<file path="src/rtl/opo_lock_sequencer.sv">
// Lock-acquisition sequencer for the OPO locking datapath: sweeps the phase increment in steps,
// measures the windowed mean |X| at each step, locks on threshold and re-acquires after loss.
module opo_lock_sequencer #(
  parameter int unsigned X_WIDTH      = 16,
  parameter int unsigned INC_WIDTH    = 32,
  parameter int unsigned WIN_LOG2     = 10,
  parameter int unsigned LOSS_WINDOWS = 4
) (
  input  logic                        clk,
  input  logic                        rst,
  input  logic                        enable,
  input  logic signed [X_WIDTH-1:0]   x_in,
  input  logic        [INC_WIDTH-1:0] inc_start,
  input  logic        [INC_WIDTH-1:0] inc_step,
  input  logic        [INC_WIDTH-1:0] inc_stop,
  input  logic        [X_WIDTH-2:0]   threshold,
  output logic        [INC_WIDTH-1:0] inc_out,
  output logic                        sinc_out,
  output logic                        user_cntr_out,
  output logic                        locked,
  output logic                        fail,
  output logic        [2:0]           state_o,
  output logic        [X_WIDTH-2:0]   mean_o
);

  localparam int unsigned MagW  = X_WIDTH - 1;
  localparam int unsigned AccW  = MagW + WIN_LOG2;
  localparam int unsigned MissW = $clog2(LOSS_WINDOWS + 1);

  typedef enum logic [2:0] {
    StIdle   = 3'd0,
    StSync   = 3'd1,
    StDwell  = 3'd2,
    StCheck  = 3'd3,
    StLocked = 3'd4,
    StFail   = 3'd5
  } state_e;

  state_e                state_q;
  logic [INC_WIDTH-1:0]  step_q;
  logic [INC_WIDTH-1:0]  stop_q;
  logic [MagW-1:0]       thr_q;
  logic [AccW-1:0]       acc_q;
  logic [WIN_LOG2-1:0]   win_cnt_q;
  logic [MissW-1:0]      miss_q;

  logic [MagW-1:0]       mag;
  logic [AccW-1:0]       acc_sum;
  logic                  win_last;
  logic [MagW-1:0]       check_mean;
  logic [MagW-1:0]       lock_mean;
  logic [INC_WIDTH:0]    inc_next;
  logic                  step_bad;
  logic [MissW-1:0]      miss_inc;

  // Saturating magnitude: the most negative input maps to the largest positive value.
  always_comb begin
    mag = x_in[MagW-1:0];
    if (x_in[X_WIDTH-1]) begin
      if (x_in[MagW-1:0] == '0) begin
        mag = '1;
      end else begin
        mag = ~x_in[MagW-1:0] + MagW'(1);
      end
    end
  end

  assign acc_sum    = acc_q + AccW'(mag);
  assign win_last   = (win_cnt_q == '1);
  assign check_mean = acc_q[AccW-1:WIN_LOG2];
  assign lock_mean  = acc_sum[AccW-1:WIN_LOG2];
  assign inc_next   = {1'b0, inc_out} + {1'b0, step_q};
  assign step_bad   = (step_q == '0) || (inc_next > {1'b0, stop_q});
  assign miss_inc   = miss_q + MissW'(1);
  assign state_o    = state_q;

  always_ff @(posedge clk) begin
    if (rst) begin
      state_q       <= StIdle;
      inc_out       <= '0;
      sinc_out      <= 1'b0;
      user_cntr_out <= 1'b0;
      locked        <= 1'b0;
      fail          <= 1'b0;
      mean_o        <= '0;
      step_q        <= '0;
      stop_q        <= '0;
      thr_q         <= '0;
      acc_q         <= '0;
      win_cnt_q     <= '0;
      miss_q        <= '0;
    end else if (!enable) begin
      // Abort from any state; partial windows are dropped, mean_o is kept.
      state_q       <= StIdle;
      inc_out       <= '0;
      sinc_out      <= 1'b0;
      user_cntr_out <= 1'b0;
      locked        <= 1'b0;
      fail          <= 1'b0;
      acc_q         <= '0;
      win_cnt_q     <= '0;
      miss_q        <= '0;
    end else begin
      sinc_out <= 1'b0;
      case (state_q)
        StIdle: begin
          step_q    <= inc_step;
          stop_q    <= inc_stop;
          thr_q     <= threshold;
          inc_out   <= inc_start;
          acc_q     <= '0;
          win_cnt_q <= '0;
          miss_q    <= '0;
          sinc_out  <= 1'b1;
          state_q   <= StSync;
        end
        StSync: begin
          acc_q     <= '0;
          win_cnt_q <= '0;
          state_q   <= StDwell;
        end
        StDwell: begin
          acc_q     <= acc_sum;
          win_cnt_q <= win_cnt_q + WIN_LOG2'(1);
          if (win_last) begin
            state_q <= StCheck;
          end
        end
        StCheck: begin
          mean_o    <= check_mean;
          acc_q     <= '0;
          win_cnt_q <= '0;
          if (check_mean >= thr_q) begin
            miss_q        <= '0;
            locked        <= 1'b1;
            user_cntr_out <= 1'b1;
            state_q       <= StLocked;
          end else if (step_bad) begin
            fail    <= 1'b1;
            state_q <= StFail;
          end else begin
            inc_out  <= inc_next[INC_WIDTH-1:0];
            sinc_out <= 1'b1;
            state_q  <= StSync;
          end
        end
        StLocked: begin
          win_cnt_q <= win_cnt_q + WIN_LOG2'(1);
          if (win_last) begin
            acc_q  <= '0;
            mean_o <= lock_mean;
            if (lock_mean >= thr_q) begin
              miss_q <= '0;
            end else if (miss_inc == MissW'(LOSS_WINDOWS)) begin
              // Sustained loss: re-acquire starting from the held increment.
              miss_q        <= '0;
              locked        <= 1'b0;
              user_cntr_out <= 1'b0;
              sinc_out      <= 1'b1;
              state_q       <= StSync;
            end else begin
              miss_q <= miss_inc;
            end
          end else begin
            acc_q <= acc_sum;
          end
        end
        StFail: begin
          state_q <= StFail;
        end
        default: begin
          state_q <= StIdle;
        end
      endcase
    end
  end

endmodule

</file>
<file path="config.mk">
export PLATFORM = sky130hd
export DESIGN_NAME = opo_lock_sequencer
export DESIGN_NICKNAME = d
export VERILOG_FILES = /design/src/rtl/opo_lock_sequencer.sv
export SDC_FILE = /design/constraint.sdc
export NUM_CORES = 1
export LEC_CHECK = 0
export CAP_MARGIN = 20
export CORE_MARGIN = 2
export CORE_UTILIZATION = 34
export DETAILED_ROUTE_END_ITERATION = 8
export SYNTH_ARGS = -nofsm -noshare
export SYNTH_HDL_FRONTEND = slang
export SYNTH_SLANG_ARGS = --single-unit
</file>
<file path="constraint.sdc">
create_clock -name clk -period 10.45 [get_ports clk]
set_input_delay 1.5675 -clock clk [delete_from_list [all_inputs] [get_ports clk]]
set_output_delay 1.5675 -clock clk [all_outputs]
set_load 0.005 [all_outputs]
</file>
==> results.cfg, run 1 <==
[outcome]
status = finished clean

[logic_synthesis]
ys_seq_area_share_pct = 30.7
syn_inst = 1457
synth_most_common_cell = nand2_1
yosys-top-cells-count = 292 x nand2_1, 170 x dfxtp_1, 167 x a21oi_1, 115 x ha_1, 93 x nor2_1
ys_ff_latch = 170
synth.distinct_cells = 70
synth_edf_count = 0
ys.flop_type = dfxtp_1
synth_nets = 1704
synthArstFlopShare_pct = 0
yosys.area.top_type_share_pct = 30.7
yosys.area.top_type = dfxtp_1
synthesis.area_um2 = 11100
syn_avg_cell_area_um2 = 7.60
synth_area_leaders = dfxtp_1 31%, ha_1 13%, nand2_1 9.9%
ys_warn_count = 0

[timing]
slew_headroom_pct = 31.4
fin_crit_ns = 8.39
finalHoldViolations = 0
setup_viol = 0
fin_crit_sh_pct = 80.3
fin_setup_tns_ns = 0
rsz0062_at_grt = false
clock.fmax_ghz = 0.119
skew_ns = 0.0227
slew_viol_final = 0
worst_pin_slew_ns = 1.03

[floorplan]
die_x_um = 184
dieArea_um2 = 34000
initial_core_util_pct = 34.3
rows = 66
io_pins = 184
design.core.area_um2 = 32300
die_h_um = 184

[routing]
via_count = 10800
drt_iter0_drc = 625
wl_per_cell_um = 16.7
viasPerCell = 5.26
drc = 0
first_pass_iters = 5
final_antenna_net_count = 0
routed_wl_um = 34100

[cts]
clockBufferDepth = 2
clk_pin_slew_ns = 0.07
insertion_delay_ns = 0.45
cts_made_buffers = 17
cts_max_level = 4
ctsResizeCount = 0
cts_sinks = 170
cts_tree = built
root_buffer = clkbuf_16
holdBufCountCts = 0
cts_setup_buffers = 0

[place]
routabilityCongestion = 0.857
io_buffers = 183
post-place-cells = 2011
place_hpwl_um = 25000

[layout]
layout-drive-gt1-share_pct = 3.62
regArea_um2 = 3400
final_core_util_pct = 43.0
nNetsFinal = 1837
final_cells = 2045
n_antenna_cell = 0
area_growth_pct = 25.4
multi_input_area_um2 = 7120
fillers = 3304

[setup_path]
criticalPathCategory = input pin to flop
critPathLaunchType = input pin
critPathLaunch = x_in[0]
critical_path.top_delay_family = simple AND/OR/NAND/NOR gates
worstSetupEndpointType = flop
r2r-start = inc_out[0]$_SDFFE_PP0P_
slowest_delay_ns = 0.68
timing.critical_path.buf_inv = 2
worstPathRequired_ns = 10.75
cp_data_arrival_time_ns = 8.69
crit_top_cell = a21o_1
critPathMaxFanout = 10
cpMaxStageDelayCell = a2111oi_0

[power_and_ir_drop]
power_density_nw_per_um2 = 126
power.leakage_nw = 5.54
totalPowerFinal_w = 0.00175
vdd_ir_drop_max_uv = 113

[global_route]
grt.total_usage_pct = 20.0
antenna_found_initial = 0
grt_pass1_vias = 10400
grt_first_pass_wirelength_um = 53800
grt.overflow.total = 0
grt_max_degree = 97

[min_path]
hold_class = flop to flop
holdCritStartpoint = thr_q[6]$_SDFFE_PP0P_

[run]
max_cap_viol_count = 0
[metal layers]
metal / vias up / GRT usage [%] / routed length [um]
met5: - / 0 / 0
li1: 5438 / - / -
met1: 4995 / 25.8 / 15800
met2: 288 / 34.4 / 16100
met3: 31 / 3.64 / 1730
met4: 0 / 4.86 / 497
[cell families (layout without fill, tap and decap cells)]
| kind of cell | Yosys count | in the layout | share of synthesized area (%) |
|---|---|---|---|
| adders and majority gates | 117 | 117 | 13.4 |
| and+or+nand+nor | 541 | 541 | 21.8 |
| xor gates and xnor gates | 65 | 65 | 5.14 |
| DFF | 170 | 170 | 30.7 |
| muxes | 5 | 5 | 0.452 |
| AOI/OAI and AO/OA | 416 | 416 | 23.5 |
| buffers and inverters | 143 | 289 | 5.03 |
[per-stage QoR]
step | hold slack, ns | worst slack (ns) | instance area (um^2)
after global placement | 0.445 | 1.68 | 13200
final | 0.457 | 2.06 | 13900
after CTS | 0.459 | 2.03 | 13800
after floorplan | 0.436 | 2.90 | 11100
after global routing | 0.476 | 1.43 | 13900
after detailed placement | 0.449 | 1.61 | 13200
[worst min-delay path, cell delays in order (launching register included)]
cell,delay (ns)
dfxtp_1,0.31
nand2_1,0.05
a21oi_1,0.05
[flip-flops by register name, indices dropped and copies added, names as in the netlist]
signal / count
acc_q: 25
thr_q: 15
miss_q: 3
sinc_out: 1
stop_q: 32
fail: 1
step_q: 32
inc_out: 32
win_cnt_q: 10
state_o: 3
mean_o: 15
locked: 1
[final cells by class]
type / count / share of cell area (%)
flip-flops and latches: 170 / 24.5
multi-input cells: 1144 / 51.3
clock buffers: 19 / 3.19
inverters: 63 / 1.70
clock inverters: 13 / 1.28
well taps: 442 / 3.98
repair buffers: 194 / 14.1
[path summary, 6_finish.rpt]
kind	end	slack, ns	depth (start not counted)
worst max-delay path	state_o[2]$_SDFFE_PP0P_	2.06	30
worst min register to register	thr_q[6]$_SDFFE_PP0P_	0.46	2
worst min-delay path	thr_q[6]$_SDFFE_PP0P_	0.46	2
worst max register to register	inc_out[16]$_SDFFE_PP0P_	4.38	20
[where the power goes]
part	leakage (nW)	internal (W)	switching, W	total (W)
logic	3.85	0.000161	0.000198	0.000359
registers	1.39	0.000676	0.0000248	0.000700
clock network	0.298	0.000390	0.000297	0.000686
total	5.54	0.00123	0.000519	0.00175
[placed cells by master (no fill, tap or decap), types with 15 or more instances in the layout]
master and count:
a21o_1 23, a211oi_1 15, xnor2_1 34, nor2_1 92, a31oi_1 20, and3_1 15, nand2_1 292, xor2_1 31
a311oi_1 27, nand3_1 24, ha_1 115, clkdlybuf4s50_1 182, or3_1 15, o21ai_0 78, clkbuf_16 17, dfxtp_1 170
nand4_1 15, a21oi_1 167, inv_1 63
(Power assumes the default switching activity.)
==> run 2: changes to the inputs <==
==> constraint.sdc (replaced) <==
create_clock -name clk -period 7.4 [get_ports clk]
set_input_delay 1.11 -clock clk [delete_from_list [all_inputs] [get_ports clk]]
set_output_delay 1.11 -clock clk [all_outputs]
set_load 0.005 [all_outputs]
==> run 2 against run 1 <==
Global-route usage grew 0.18 points. Die area is the same. Flip-flop and latch count is the same. First-iteration DRC count shrank 7.0%. Combinational power grew 45%. Count of clock-buffer cells in the layout is the same. Cell count grew 2.0%. Critical path type unchanged. Largest cell class unchanged.
==> results.cfg, run 2 (synthesis results as in run 1) <==
[global_route]
grt_first_pass_wirelength_um = 54400
grt.total_usage_pct = 20.2
grt.overflow.total = 0
grt_max_degree = 83
antenna_found_initial = 0
grt_pass1_vias = 10400

[timing]
worst_slack_ns = 0.313
slew_headroom_pct = 33.2
fin_crit_ns = 7.09
setup_viol = 0
finalHoldViolations = 0
slew_viol_final = 0
worst_pin_slew_ns = 1.00
skew_ns = 0.0147
clock.fmax_ghz = 0.141
fin_crit_sh_pct = 95.8

[outcome]
status = finished clean

[floorplan]
dieArea_um2 = 34000
rows = 66
design.core.area_um2 = 32300
die_h_um = 184
io_pins = 184
die_x_um = 184
initial_core_util_pct = 34.3

[cts]
cts_sinks = 170
holdBufCountCts = 0
clockBufferDepth = 2
cts_made_buffers = 17
insertion_delay_ns = 0.43
cts_max_level = 4
cts_tree = built
root_buffer = clkbuf_16
clk_pin_slew_ns = 0.07

[layout]
top_regs = inc_out x32, step_q x32, stop_q x32
multi_input_area_um2 = 7160
layout-drive-gt1-share_pct = 6.51
final_common_cell = nand2_1
nNetsFinal = 1878
area_growth_pct = 28.2
n_antenna_cell = 0
mostFrequentLayoutCells = 292 x nand2_1, 182 x clkdlybuf4s50_1, 170 x dfxtp_1
fillers = 3302
regArea_um2 = 3400

[setup_path]
worstPathRequired_ns = 7.68
critPathLaunchType = input pin
critPathLaunch = x_in[1]
slowest_delay_ns = 0.43
cpMaxStageDelayCell = clkdlybuf4s50_1
critPathMaxFanout = 7
criticalPathCategory = input pin to flop
r2r-start = inc_out[1]$_SDFFE_PP0P_
worstSetupEndpointType = flop
cp_data_arrival_time_ns = 7.37

[routing]
viasPerCell = 5.27
drc = 0
drt_iter0_drc = 581
via_count = 11000
first_pass_iters = 7
final_antenna_net_count = 0
routed_wl_um = 34600
wl_per_cell_um = 16.6

[power_and_ir_drop]
vdd_ir_drop_max_uv = 168
power_density_nw_per_um2 = 173
power.leakage_nw = 5.72
totalPowerFinal_w = 0.00246

[place]
io_buffers = 183
place_hpwl_um = 25700
place_ws_ns = -0.241
routabilityCongestion = 0.865

[min_path]
holdCritStartpoint = thr_q[5]$_SDFFE_PP0P_
hold_class = flop to flop

[run]
max_cap_viol_count = 0
[run 2: per-stage QoR]
step | instances | hold WS (ns) | cell area, um^2 | TNS [ns] | utilization, %
3_3_place_gp | 2052 | 0.445 | 13500 | -0.504 | 41.9
5_1_grt | 2086 | 0.477 | 14200 | -0.00726 | 44.0
6_report | 2086 | 0.457 | 14200 | 0 | 44.0
2_1_floorplan | 1457 | 0.436 | 11100 | 0 | -
3_5_place_dp | 2052 | 0.448 | 13500 | -1.01 | 41.9
4_1_cts | 2084 | 0.457 | 14100 | 0 | 43.8
[run 2: layer usage]
layer  wire (um)  track usage, %  vias to the layer above
met4         677            5.98                        0
li1            -               -                     5514
met5           0               0                        -
met1       16200            26.7                     5142
met3        1610            2.96                       39
met2       16100            33.9                      301
[run 2: worst paths after layout]
check	endpoint	slack [ns]	cells after the start
worst max-delay path	state_o[2]$_SDFFE_PP0P_	0.31	31
worst min-delay path	thr_q[5]$_SDFFE_PP0P_	0.46	2
worst max register to register	inc_out[14]$_SDFFE_PP0P_	1.55	18
worst min register to register	thr_q[5]$_SDFFE_PP0P_	0.46	2
[run 2: power by group]
group,internal [W],switching [W]
Combinational,0.000237,0.000284
Clock,0.000535,0.000411
Sequential,0.000954,0.0000345
[run 2: what timing repair did]
action	in CTS	in global routing
setup endpoints to repair	0	7
setup buffers	0	1
gates resized for setup	0	14
[run 2: critical path: cells and delay by family]
| kind | cells | cell delay, ns |
|---|---|---|
| xor gates and xnor gates | 1 | 0.17 |
| AOI/OAI and AO/OA | 10 | 1.71 |
| buffers and inverters | 6 | 1.16 |
| adders and majority gates | 4 | 0.88 |
| and+or+nand+nor | 10 | 2.32 |
[run 2: layout make-up]
type | count | share of cell area, %
clock inverters | 13 | 1.18
repair buffers | 235 | 15.8
multi-input cells | 1144 | 50.5
inverters | 63 | 1.67
flip-flops and latches | 170 | 24.0
well taps | 442 | 3.90
clock buffers | 19 | 3.05
